File: config.mk
export PLATFORM = sky130hd
export DESIGN_NAME = cam_alloc_flat
export DESIGN_NICKNAME = d
export VERILOG_FILES = /design/src/rtl/cam_alloc_pkg.sv /design/src/rtl/cam_alloc_if.sv /design/src/rtl/cam_alloc_pri_enc.sv /design/src/rtl/cam_alloc.sv /design/src/flat_wrapper.sv
export SDC_FILE = /design/constraint.sdc
export NUM_CORES = 1
export LEC_CHECK = 0
export BUFFER_PORTS_ARGS = -buffer_cell sky130_fd_sc_hd__buf_2
export CAP_MARGIN = 15
export CORE_MARGIN = 2
export CORE_UTILIZATION = 57
export DETAILED_ROUTE_END_ITERATION = 6
export PLACE_DENSITY = 0.86
export SYNTH_ARGS = -nofsm -noshare
export SYNTH_HDL_FRONTEND = slang
export SYNTH_SLANG_ARGS = --single-unit
export TNS_END_PERCENT = 20
File: constraint.sdc
create_clock -name clk -period 5.5 [get_ports clk]
set_clock_uncertainty 0.05 [all_clocks]
set_input_delay 0.825 -clock clk [delete_from_list [all_inputs] [get_ports clk]]
set_output_delay 0.825 -clock clk [all_outputs]
set_load 0.05 [all_outputs]
File: src/rtl/cam_alloc_pkg.sv
// Shared types and constants for the CAM allocation controller.
// Latency: n/a (declarations only).
// Backpressure: n/a.
package cam_alloc_pkg;

    // Controller states: accept, search CAM, write CAM, present response.
    typedef enum logic [1:0] {
        IDLE   = 2'd0,
        LOOKUP = 2'd1,
        WRITE  = 2'd2,
        RESP   = 2'd3
    } state_e;

    // Request opcode carried on req_op.
    localparam logic OP_INS = 1'b0;
    localparam logic OP_DEL = 1'b1;

    // Free CAM entries always hold the all-zero key; wide enough for any
    // key width in use and cast down at the point of comparison.
    localparam logic [63:0] NULL_KEY = '0;

endpackage

File: src/rtl/cam_alloc_if.sv
// Request/response handshake plus CAM write/search port bundle.
// Latency: n/a (wiring only).
// Backpressure: req_valid/req_ready and rsp_valid/rsp_ready handshakes.
// Ports: master = client + CAM side, slave = cam_alloc controller.
interface cam_alloc_if #(
    parameter int DATA  = 16,
    parameter int DEPTH = 64
);
    localparam int ADDR = $clog2(DEPTH);

    // client request
    logic            req_valid;
    logic            req_ready;
    logic            req_op;
    logic [DATA-1:0] req_key;
    logic [ADDR-1:0] req_idx;
    // client response
    logic            rsp_valid;
    logic            rsp_ready;
    logic [ADDR-1:0] rsp_idx;
    logic            rsp_hit;
    logic            rsp_evict;
    logic            rsp_err;
    // CAM write port (active-low enable)
    logic            cam_we_;
    logic [DATA-1:0] cam_wm;
    logic [DATA-1:0] cam_wd;
    logic [ADDR-1:0] cam_waddr;
    // CAM search port (active-low enable)
    logic            cam_re_;
    logic [DATA-1:0] cam_rm;
    logic [DATA-1:0] cam_rd;
    logic            cam_match;
    logic [ADDR-1:0] cam_raddr;

    modport master (
        output req_valid, req_op, req_key, req_idx, rsp_ready,
        output cam_match, cam_raddr,
        input  req_ready, rsp_valid, rsp_idx, rsp_hit, rsp_evict, rsp_err,
        input  cam_we_, cam_wm, cam_wd, cam_waddr, cam_re_, cam_rm, cam_rd
    );

    modport slave (
        input  req_valid, req_op, req_key, req_idx, rsp_ready,
        input  cam_match, cam_raddr,
        output req_ready, rsp_valid, rsp_idx, rsp_hit, rsp_evict, rsp_err,
        output cam_we_, cam_wm, cam_wd, cam_waddr, cam_re_, cam_rm, cam_rd
    );

endinterface

File: src/rtl/cam_alloc_pri_enc.sv
// Priority encoder: index of the lowest set bit of req_vec.
// Latency: combinational.
// Backpressure: none.
// Ports: req_vec in (DEPTH), any_o out (some bit set), idx_o out (lowest set index, 0 if none).
module cam_alloc_pri_enc #(
    parameter int DEPTH = 64
) (
    input  logic [DEPTH-1:0]         req_vec,
    output logic                     any_o,
    output logic [$clog2(DEPTH)-1:0] idx_o
);
    localparam int ADDR = $clog2(DEPTH);

    always_comb begin
        any_o = |req_vec;
        idx_o = '0;
        // Scan from the top so the last assignment is the lowest set bit.
        for (int i = DEPTH - 1; i >= 0; i--) begin
            if (req_vec[i]) begin
                idx_o = ADDR'(i);
            end
        end
    end

endmodule

File: src/rtl/cam_alloc.sv
// CAM allocation controller: insert/delete requests become CAM searches and writes.
// Latency: accept->rsp_valid is 1 (null insert), 2 (insert hit, delete), 3 (insert miss) cycles.
// Backpressure: one request in flight; req_ready only in IDLE; response held until rsp_ready.
// Ports: clk, reset_ (async active-low), bus (slave side of cam_alloc_if),
//        valid_vec (per-entry valid bits), count (popcount of valid_vec).
module cam_alloc
    import cam_alloc_pkg::*;
#(
    parameter int DATA  = 16,
    parameter int DEPTH = 64
) (
    input  logic                   clk,
    input  logic                   reset_,
    cam_alloc_if.slave             bus,
    output logic [DEPTH-1:0]       valid_vec,
    output logic [$clog2(DEPTH):0] count
);
    localparam int ADDR  = $clog2(DEPTH);
    localparam int CNT_W = ADDR + 1;

    state_e             state_q,  state_d;
    logic               op_q,     op_d;
    logic [DATA-1:0]    key_q,    key_d;
    logic [ADDR-1:0]    idx_q,    idx_d;
    logic               hit_q,    hit_d;
    logic               evict_q,  evict_d;
    logic               err_q,    err_d;
    logic [DEPTH-1:0]   valid_q,  valid_d;
    logic [CNT_W-1:0]   count_q,  count_d;
    logic [ADDR-1:0]    vptr_q,   vptr_d;

    logic               free_any;
    logic [ADDR-1:0]    free_idx;
    logic               req_null;

    // Output-process intermediates, fanned out to the interface below.
    logic               req_ready_o;
    logic               rsp_valid_o;
    logic               cam_we_l;
    logic               cam_re_l;
    logic [DATA-1:0]    cam_wd_o;
    logic [DATA-1:0]    cam_rd_o;
    logic [ADDR-1:0]    cam_waddr_o;

    // Lowest free entry, used when a lookup misses and the table has room.
    cam_alloc_pri_enc #(
        .DEPTH (DEPTH)
    ) u_pri_enc (
        .req_vec (~valid_q),
        .any_o   (free_any),
        .idx_o   (free_idx)
    );

    assign req_null = (bus.req_key == DATA'(NULL_KEY));

    // State register and datapath flops.
    always_ff @(posedge clk or negedge reset_) begin
        if (!reset_) begin
            state_q <= IDLE;
            op_q    <= OP_INS;
            key_q   <= '0;
            idx_q   <= '0;
            hit_q   <= 1'b0;
            evict_q <= 1'b0;
            err_q   <= 1'b0;
            valid_q <= '0;
            count_q <= '0;
            vptr_q  <= '0;
        end else begin
            state_q <= state_d;
            op_q    <= op_d;
            key_q   <= key_d;
            idx_q   <= idx_d;
            hit_q   <= hit_d;
            evict_q <= evict_d;
            err_q   <= err_d;
            valid_q <= valid_d;
            count_q <= count_d;
            vptr_q  <= vptr_d;
        end
    end

    // Next-state logic.
    always_comb begin
        state_d = state_q;
        unique case (state_q)
            IDLE: begin
                if (bus.req_valid) begin
                    if (bus.req_op == OP_DEL) begin
                        state_d = WRITE;
                    end else if (req_null) begin
                        state_d = RESP;
                    end else begin
                        state_d = LOOKUP;
                    end
                end
            end
            LOOKUP:  state_d = bus.cam_match ? RESP : WRITE;
            WRITE:   state_d = RESP;
            RESP:    if (bus.rsp_ready) state_d = IDLE;
            default: state_d = IDLE;
        endcase
    end

    // Datapath next values.
    always_comb begin
        op_d    = op_q;
        key_d   = key_q;
        idx_d   = idx_q;
        hit_d   = hit_q;
        evict_d = evict_q;
        err_d   = err_q;
        valid_d = valid_q;
        count_d = count_q;
        vptr_d  = vptr_q;
        unique case (state_q)
            IDLE: begin
                if (bus.req_valid) begin
                    op_d    = bus.req_op;
                    key_d   = bus.req_key;
                    // Inserts get their index in LOOKUP; start from 0 so a
                    // rejected null insert reports a defined index.
                    idx_d   = (bus.req_op == OP_DEL) ? bus.req_idx : '0;
                    hit_d   = 1'b0;
                    evict_d = 1'b0;
                    err_d   = (bus.req_op == OP_INS) && req_null;
                end
            end
            LOOKUP: begin
                if (bus.cam_match) begin
                    // Key already resident: report its slot, no write.
                    hit_d = 1'b1;
                    idx_d = bus.cam_raddr;
                end else if (free_any) begin
                    idx_d = free_idx;
                end else begin
                    // Table full: overwrite the round-robin victim.
                    idx_d   = vptr_q;
                    evict_d = 1'b1;
                    vptr_d  = (vptr_q == ADDR'(DEPTH - 1)) ? '0 : vptr_q + ADDR'(1);
                end
            end
            WRITE: begin
                if (op_q == OP_INS) begin
                    valid_d[idx_q] = 1'b1;
                    // An eviction reuses a valid slot, so count only grows
                    // when a free slot is consumed.
                    if (!valid_q[idx_q]) begin
                        count_d = count_q + CNT_W'(1);
                    end
                end else begin
                    hit_d          = valid_q[idx_q];
                    valid_d[idx_q] = 1'b0;
                    if (valid_q[idx_q]) begin
                        count_d = count_q - CNT_W'(1);
                    end
                end
            end
            default: ;
        endcase
    end

    // Outputs decoded from state; disabled CAM buses are forced to 0.
    always_comb begin
        req_ready_o = 1'b0;
        rsp_valid_o = 1'b0;
        cam_we_l    = 1'b1;
        cam_re_l    = 1'b1;
        cam_wd_o    = '0;
        cam_rd_o    = '0;
        cam_waddr_o = '0;
        unique case (state_q)
            IDLE: req_ready_o = 1'b1;
            LOOKUP: begin
                cam_re_l = 1'b0;
                cam_rd_o = key_q;
            end
            WRITE: begin
                cam_we_l    = 1'b0;
                cam_waddr_o = idx_q;
                // Deletes write the null key so free slots never match.
                cam_wd_o    = (op_q == OP_INS) ? key_q : '0;
            end
            RESP: rsp_valid_o = 1'b1;
            default: ;
        endcase
    end

    assign bus.req_ready = req_ready_o;
    assign bus.rsp_valid = rsp_valid_o;
    assign bus.rsp_idx   = idx_q;
    assign bus.rsp_hit   = hit_q;
    assign bus.rsp_evict = evict_q;
    assign bus.rsp_err   = err_q;
    assign bus.cam_we_   = cam_we_l;
    assign bus.cam_wm    = '0;
    assign bus.cam_wd    = cam_wd_o;
    assign bus.cam_waddr = cam_waddr_o;
    assign bus.cam_re_   = cam_re_l;
    assign bus.cam_rm    = '0;
    assign bus.cam_rd    = cam_rd_o;

    assign valid_vec = valid_q;
    assign count     = count_q;

endmodule

File: src/flat_wrapper.sv
// flat-port wrapper written by rule: the top's interface ports become plain ports
module cam_alloc_flat import cam_alloc_pkg::*;
#(
    parameter int DATA  = 16,
    parameter int DEPTH = 64
)
  (clk, reset_, valid_vec, count, bus_req_valid, bus_req_op, bus_req_key, bus_req_idx, bus_rsp_ready, bus_cam_match, bus_cam_raddr, bus_req_ready, bus_rsp_valid, bus_rsp_idx, bus_rsp_hit, bus_rsp_evict, bus_rsp_err, bus_cam_we_, bus_cam_wm, bus_cam_wd, bus_cam_waddr, bus_cam_re_, bus_cam_rm, bus_cam_rd);
  cam_alloc_if #(.DATA(DATA), .DEPTH(DEPTH)) bus_i ();
  input  logic clk;
  input  logic reset_;
  output logic [DEPTH-1:0] valid_vec;
  output logic [$clog2(DEPTH):0] count;
  input wire logic [$bits(bus_i.req_valid)-1:0] bus_req_valid;
  input wire logic [$bits(bus_i.req_op)-1:0] bus_req_op;
  input wire logic [$bits(bus_i.req_key)-1:0] bus_req_key;
  input wire logic [$bits(bus_i.req_idx)-1:0] bus_req_idx;
  input wire logic [$bits(bus_i.rsp_ready)-1:0] bus_rsp_ready;
  input wire logic [$bits(bus_i.cam_match)-1:0] bus_cam_match;
  input wire logic [$bits(bus_i.cam_raddr)-1:0] bus_cam_raddr;
  output wire logic [$bits(bus_i.req_ready)-1:0] bus_req_ready;
  output wire logic [$bits(bus_i.rsp_valid)-1:0] bus_rsp_valid;
  output wire logic [$bits(bus_i.rsp_idx)-1:0] bus_rsp_idx;
  output wire logic [$bits(bus_i.rsp_hit)-1:0] bus_rsp_hit;
  output wire logic [$bits(bus_i.rsp_evict)-1:0] bus_rsp_evict;
  output wire logic [$bits(bus_i.rsp_err)-1:0] bus_rsp_err;
  output wire logic [$bits(bus_i.cam_we_)-1:0] bus_cam_we_;
  output wire logic [$bits(bus_i.cam_wm)-1:0] bus_cam_wm;
  output wire logic [$bits(bus_i.cam_wd)-1:0] bus_cam_wd;
  output wire logic [$bits(bus_i.cam_waddr)-1:0] bus_cam_waddr;
  output wire logic [$bits(bus_i.cam_re_)-1:0] bus_cam_re_;
  output wire logic [$bits(bus_i.cam_rm)-1:0] bus_cam_rm;
  output wire logic [$bits(bus_i.cam_rd)-1:0] bus_cam_rd;
  assign bus_i.req_valid = bus_req_valid;
  assign bus_i.req_op = bus_req_op;
  assign bus_i.req_key = bus_req_key;
  assign bus_i.req_idx = bus_req_idx;
  assign bus_i.rsp_ready = bus_rsp_ready;
  assign bus_i.cam_match = bus_cam_match;
  assign bus_i.cam_raddr = bus_cam_raddr;
  assign bus_req_ready = bus_i.req_ready;
  assign bus_rsp_valid = bus_i.rsp_valid;
  assign bus_rsp_idx = bus_i.rsp_idx;
  assign bus_rsp_hit = bus_i.rsp_hit;
  assign bus_rsp_evict = bus_i.rsp_evict;
  assign bus_rsp_err = bus_i.rsp_err;
  assign bus_cam_we_ = bus_i.cam_we_;
  assign bus_cam_wm = bus_i.cam_wm;
  assign bus_cam_wd = bus_i.cam_wd;
  assign bus_cam_waddr = bus_i.cam_waddr;
  assign bus_cam_re_ = bus_i.cam_re_;
  assign bus_cam_rm = bus_i.cam_rm;
  assign bus_cam_rd = bus_i.cam_rd;
  cam_alloc #(.DATA(DATA), .DEPTH(DEPTH)) u_core (.clk(clk), .reset_(reset_), .bus(bus_i), .valid_vec(valid_vec), .count(count));
endmodule
==> metrics.md <==
| Metric | Value |
|---|---|
| Status | `complete, but fails checks` |
| Violated checks | `design-rule violations` |
| CP max stage cell | `dfrtp_1` |
| Yosys reg bits | `105` |
| Via Count | `6352` |
| Largest net degree at the start of global routing | `72` |
| Req. time, crit path | `about 5700 ps` |
| Cell chain of the critical path | `mux4_1 -> nor2b_1 -> a211oi_2 -> a21oi_1 -> or4_4 -> mux2i_4 -> mux2_4` |
| Num CTS Buffers | `9` |
| Area growth, synth to finish | `14.7%` |
| Post-CTS Resized | `0` |
| Non-filler cells, final | `988` |
| Drt pass-1 iters | `7` |
| Chip height | `112 um` |
| Placeable Area | `11400 um2` |
| R2r startpoint | `u_core.bus.rsp_idx[2]` |
| Clock root buffer | `clkbuf_16` |
| Total GRT Usage | `a little under a third` |
| Clock Tree Buf Depth | `2` |
| Hold buffer count at CTS | `0` |
| Min-delay worst type | `input pin to async pin` |
| Clock-pin slew on the worst setup and hold paths | `70 ps` |
| Detailed Place HPWL | `13.9 mm` |
| Die W | `around 110 um` |
| Worst-Margin Slew | `899 ps` |
| Reg2reg end | `u_core.count[3]` |
| Worst-Skew Late Latency | `360 ps` |
| Overflow after GRT | `0` |
| Vias per inst | `6.43` |
| Max FO, Critical Path | `28` |
| Max transition margin | `about 40%` |
| Hold Slack | `just under 400 ps` |
| Max Freq | `slightly above 300 MHz` |
| Filler cells | `about 940` |
| IO buf count | `155` |
| Num ports | `188` |
| Tcrit/Tclk final | `59.2%` |
| Critical path buffer and inverter count | `0` |
| Max-cap viol count | `0` |
| H-tree Lvls | `3` |
| CP peak stage delay | `940 ps` |
| Initial Util | `58.3%` |
| Clock sinks | `105` |
| Unrepaired setup endpoints after global routing | `no` |
| EDFF count, synth | `0` |
| Routability cong. | `0.940` |
| Layout cell share with drive strength beyond 1 | `approximately a quarter` |
| Routed Antenna Nets | `0` |
| Antenna cells | `0` |
| Async SR Flop Fraction | `100%` |
| R2R cell count | `7` |
| Placed cells | `972` |
| Unique masters post-synth | `61` |
| Top_reg_cell synth | `dfrtp_1` |
| R2R setup slack | `2240 ps` |
| Crit path kind | `flip-flop to flip-flop` |
| Mapped Avg Cell Area | `approximately 9.3 um2` |
| Routed len/inst | `19.8 um` |
| CP startpoint kind | `flip-flop` |
| Post-Syn Area | `6650 um2` |
| First-pass GRT wire length | `31.1 mm` |
| TritonCTS clock tree | `done` |
| Final Hold Fails | `0` |
| Final Setup Violations | `0` |
| Synth Instances | `716` |
| Seq/Total Area, Yosys | `39.5%` |
| Crit. End Element | `flip-flop` |
| TNS Setup | `0 ps` |
| Seq. cell area | `roughly 2600 um2` |
| Setup Buffers After CTS | `0` |
| Core Rows | `39` |
| Antenna violations before repair | `0` |
| 1st-iter DRT viols | `787` |
| Crit path max-delay family | `multiplexers` |
| Final nets | `885` |
| Max-slew violation count | `0` |
| Post-route minimum period | `between 3000 and 4000 ps` |
| Final WL | `about 20 mm` |
| Critical path arrival | `3450 ps` |
| Number of global-route vias before repair | `5706` |
| Multi-input logic area | `3610 um2` |
| YS warnings | `0` |
| Remaining DRCs | `3` |
| Die footprint | `around 13000 um2` |
==> synthesized netlist by cell type, drive strengths merged, types with 16 or more instances <==
cell type  count  area (um2)
inv           26        97.6
buf           39         290
mux2          25         297
a21oi         22         110
nand4         28         175
o31ai         70         526
clkbuf        38         143
nor2          34         128
nand2         53         199
and2          23         144
nand3         16        80.1
dfrtp        105        2630
and3          19         119
o21ai         87         435
==> cell families (layout without fill, tap and decap cells) <==
group | count (synthesis) | in the layout | share of synthesized area (%)
compound gates | 230 | 230 | 22.2
simple gates | 212 | 212 | 16.6
xor+xnor | 7 | 7 | 0.921
buf+inv | 103 | 201 | 7.97
fa+ha+maj | 11 | 11 | 2.18
flops | 105 | 105 | 39.5
mux | 47 | 47 | 10.6
other cells | 1 | 32 | 0.0564
==> worst max-delay path by stage <==
stage | startpoint | to | depth (start not counted)
global route | u_core.bus.rsp_idx[2] | u_core.count[4] | 7
detailed placement | u_core.bus.rsp_idx[2] | u_core.count[2] | 7
finish | u_core.bus.rsp_idx[2] | u_core.count[3] | 7
global placement | u_core.bus.rsp_idx[2] | u_core.count[3] | 7
floorplan | u_core.bus.rsp_idx[0] | u_core.count[2] | 8
CTS | u_core.bus.rsp_idx[2] | u_core.count[3] | 7
==> worst register-to-register path, cell delays in order (launching register included) <==
cell,delay (ps)
dfrtp_1,940
mux4_1,410
nor2b_1,160
a211oi_2,210
a21oi_1,80
or4_4,620
mux2i_4,350
mux2_4,330
==> cell type report <==
cell class                      count  area share [%]
Multi-Input combinational cell    539            47.3
Sequential cell                   105            34.5
Timing Repair Buffer              159            10.6
Clock buffer                       10            3.13
Tap cell                          143            2.35
Inverter                           26            1.28
Clock inverter                      6           0.853
==> placed cells by master (no fill, tap or decap), drive strengths merged, types with 11 or more instances in the layout <==
cell type / instances
a21oi: 22
conb: 32
o31ai: 70
dfrtp: 105
mux2: 25
nor2: 34
mux4: 11
o21ai: 87
and3: 19
and2: 23
nand3: 16
inv: 27
buf: 159
nand4: 28
mux2i: 11
nand2: 53
==> routing by layer <==
| layer | vias up | part of all wire (%) | wire length (um) | global-route usage [%] |
|---|---|---|---|---|
| met2 | 400 | 46 | 8970 | 46.1 |
| met4 | 0 | 3.0 | 580 | 10.7 |
| li1 | 2878 | - | - | - |
| met1 | 3018 | 40 | 7800 | 44.7 |
| met3 | 56 | 11 | 2220 | 7.99 |
| met5 | - | 0 | 0 | 0 |
==> through the flow <==
stage / cell area, um2 / util (%) / setup slack (ps)
3_3_place_gp: 7330 / 64.2 / 2370
6_report: 7630 / 66.8 / 2240
4_1_cts: 7630 / 66.8 / 2320
3_5_place_dp: 7330 / 64.2 / 2340
2_1_floorplan: 6770 / - / 2420
5_1_grt: 7630 / 66.8 / 2120
Power is not shown: default switching activity piles up to over one toggle a cycle in this logic, so the estimate is an artifact.
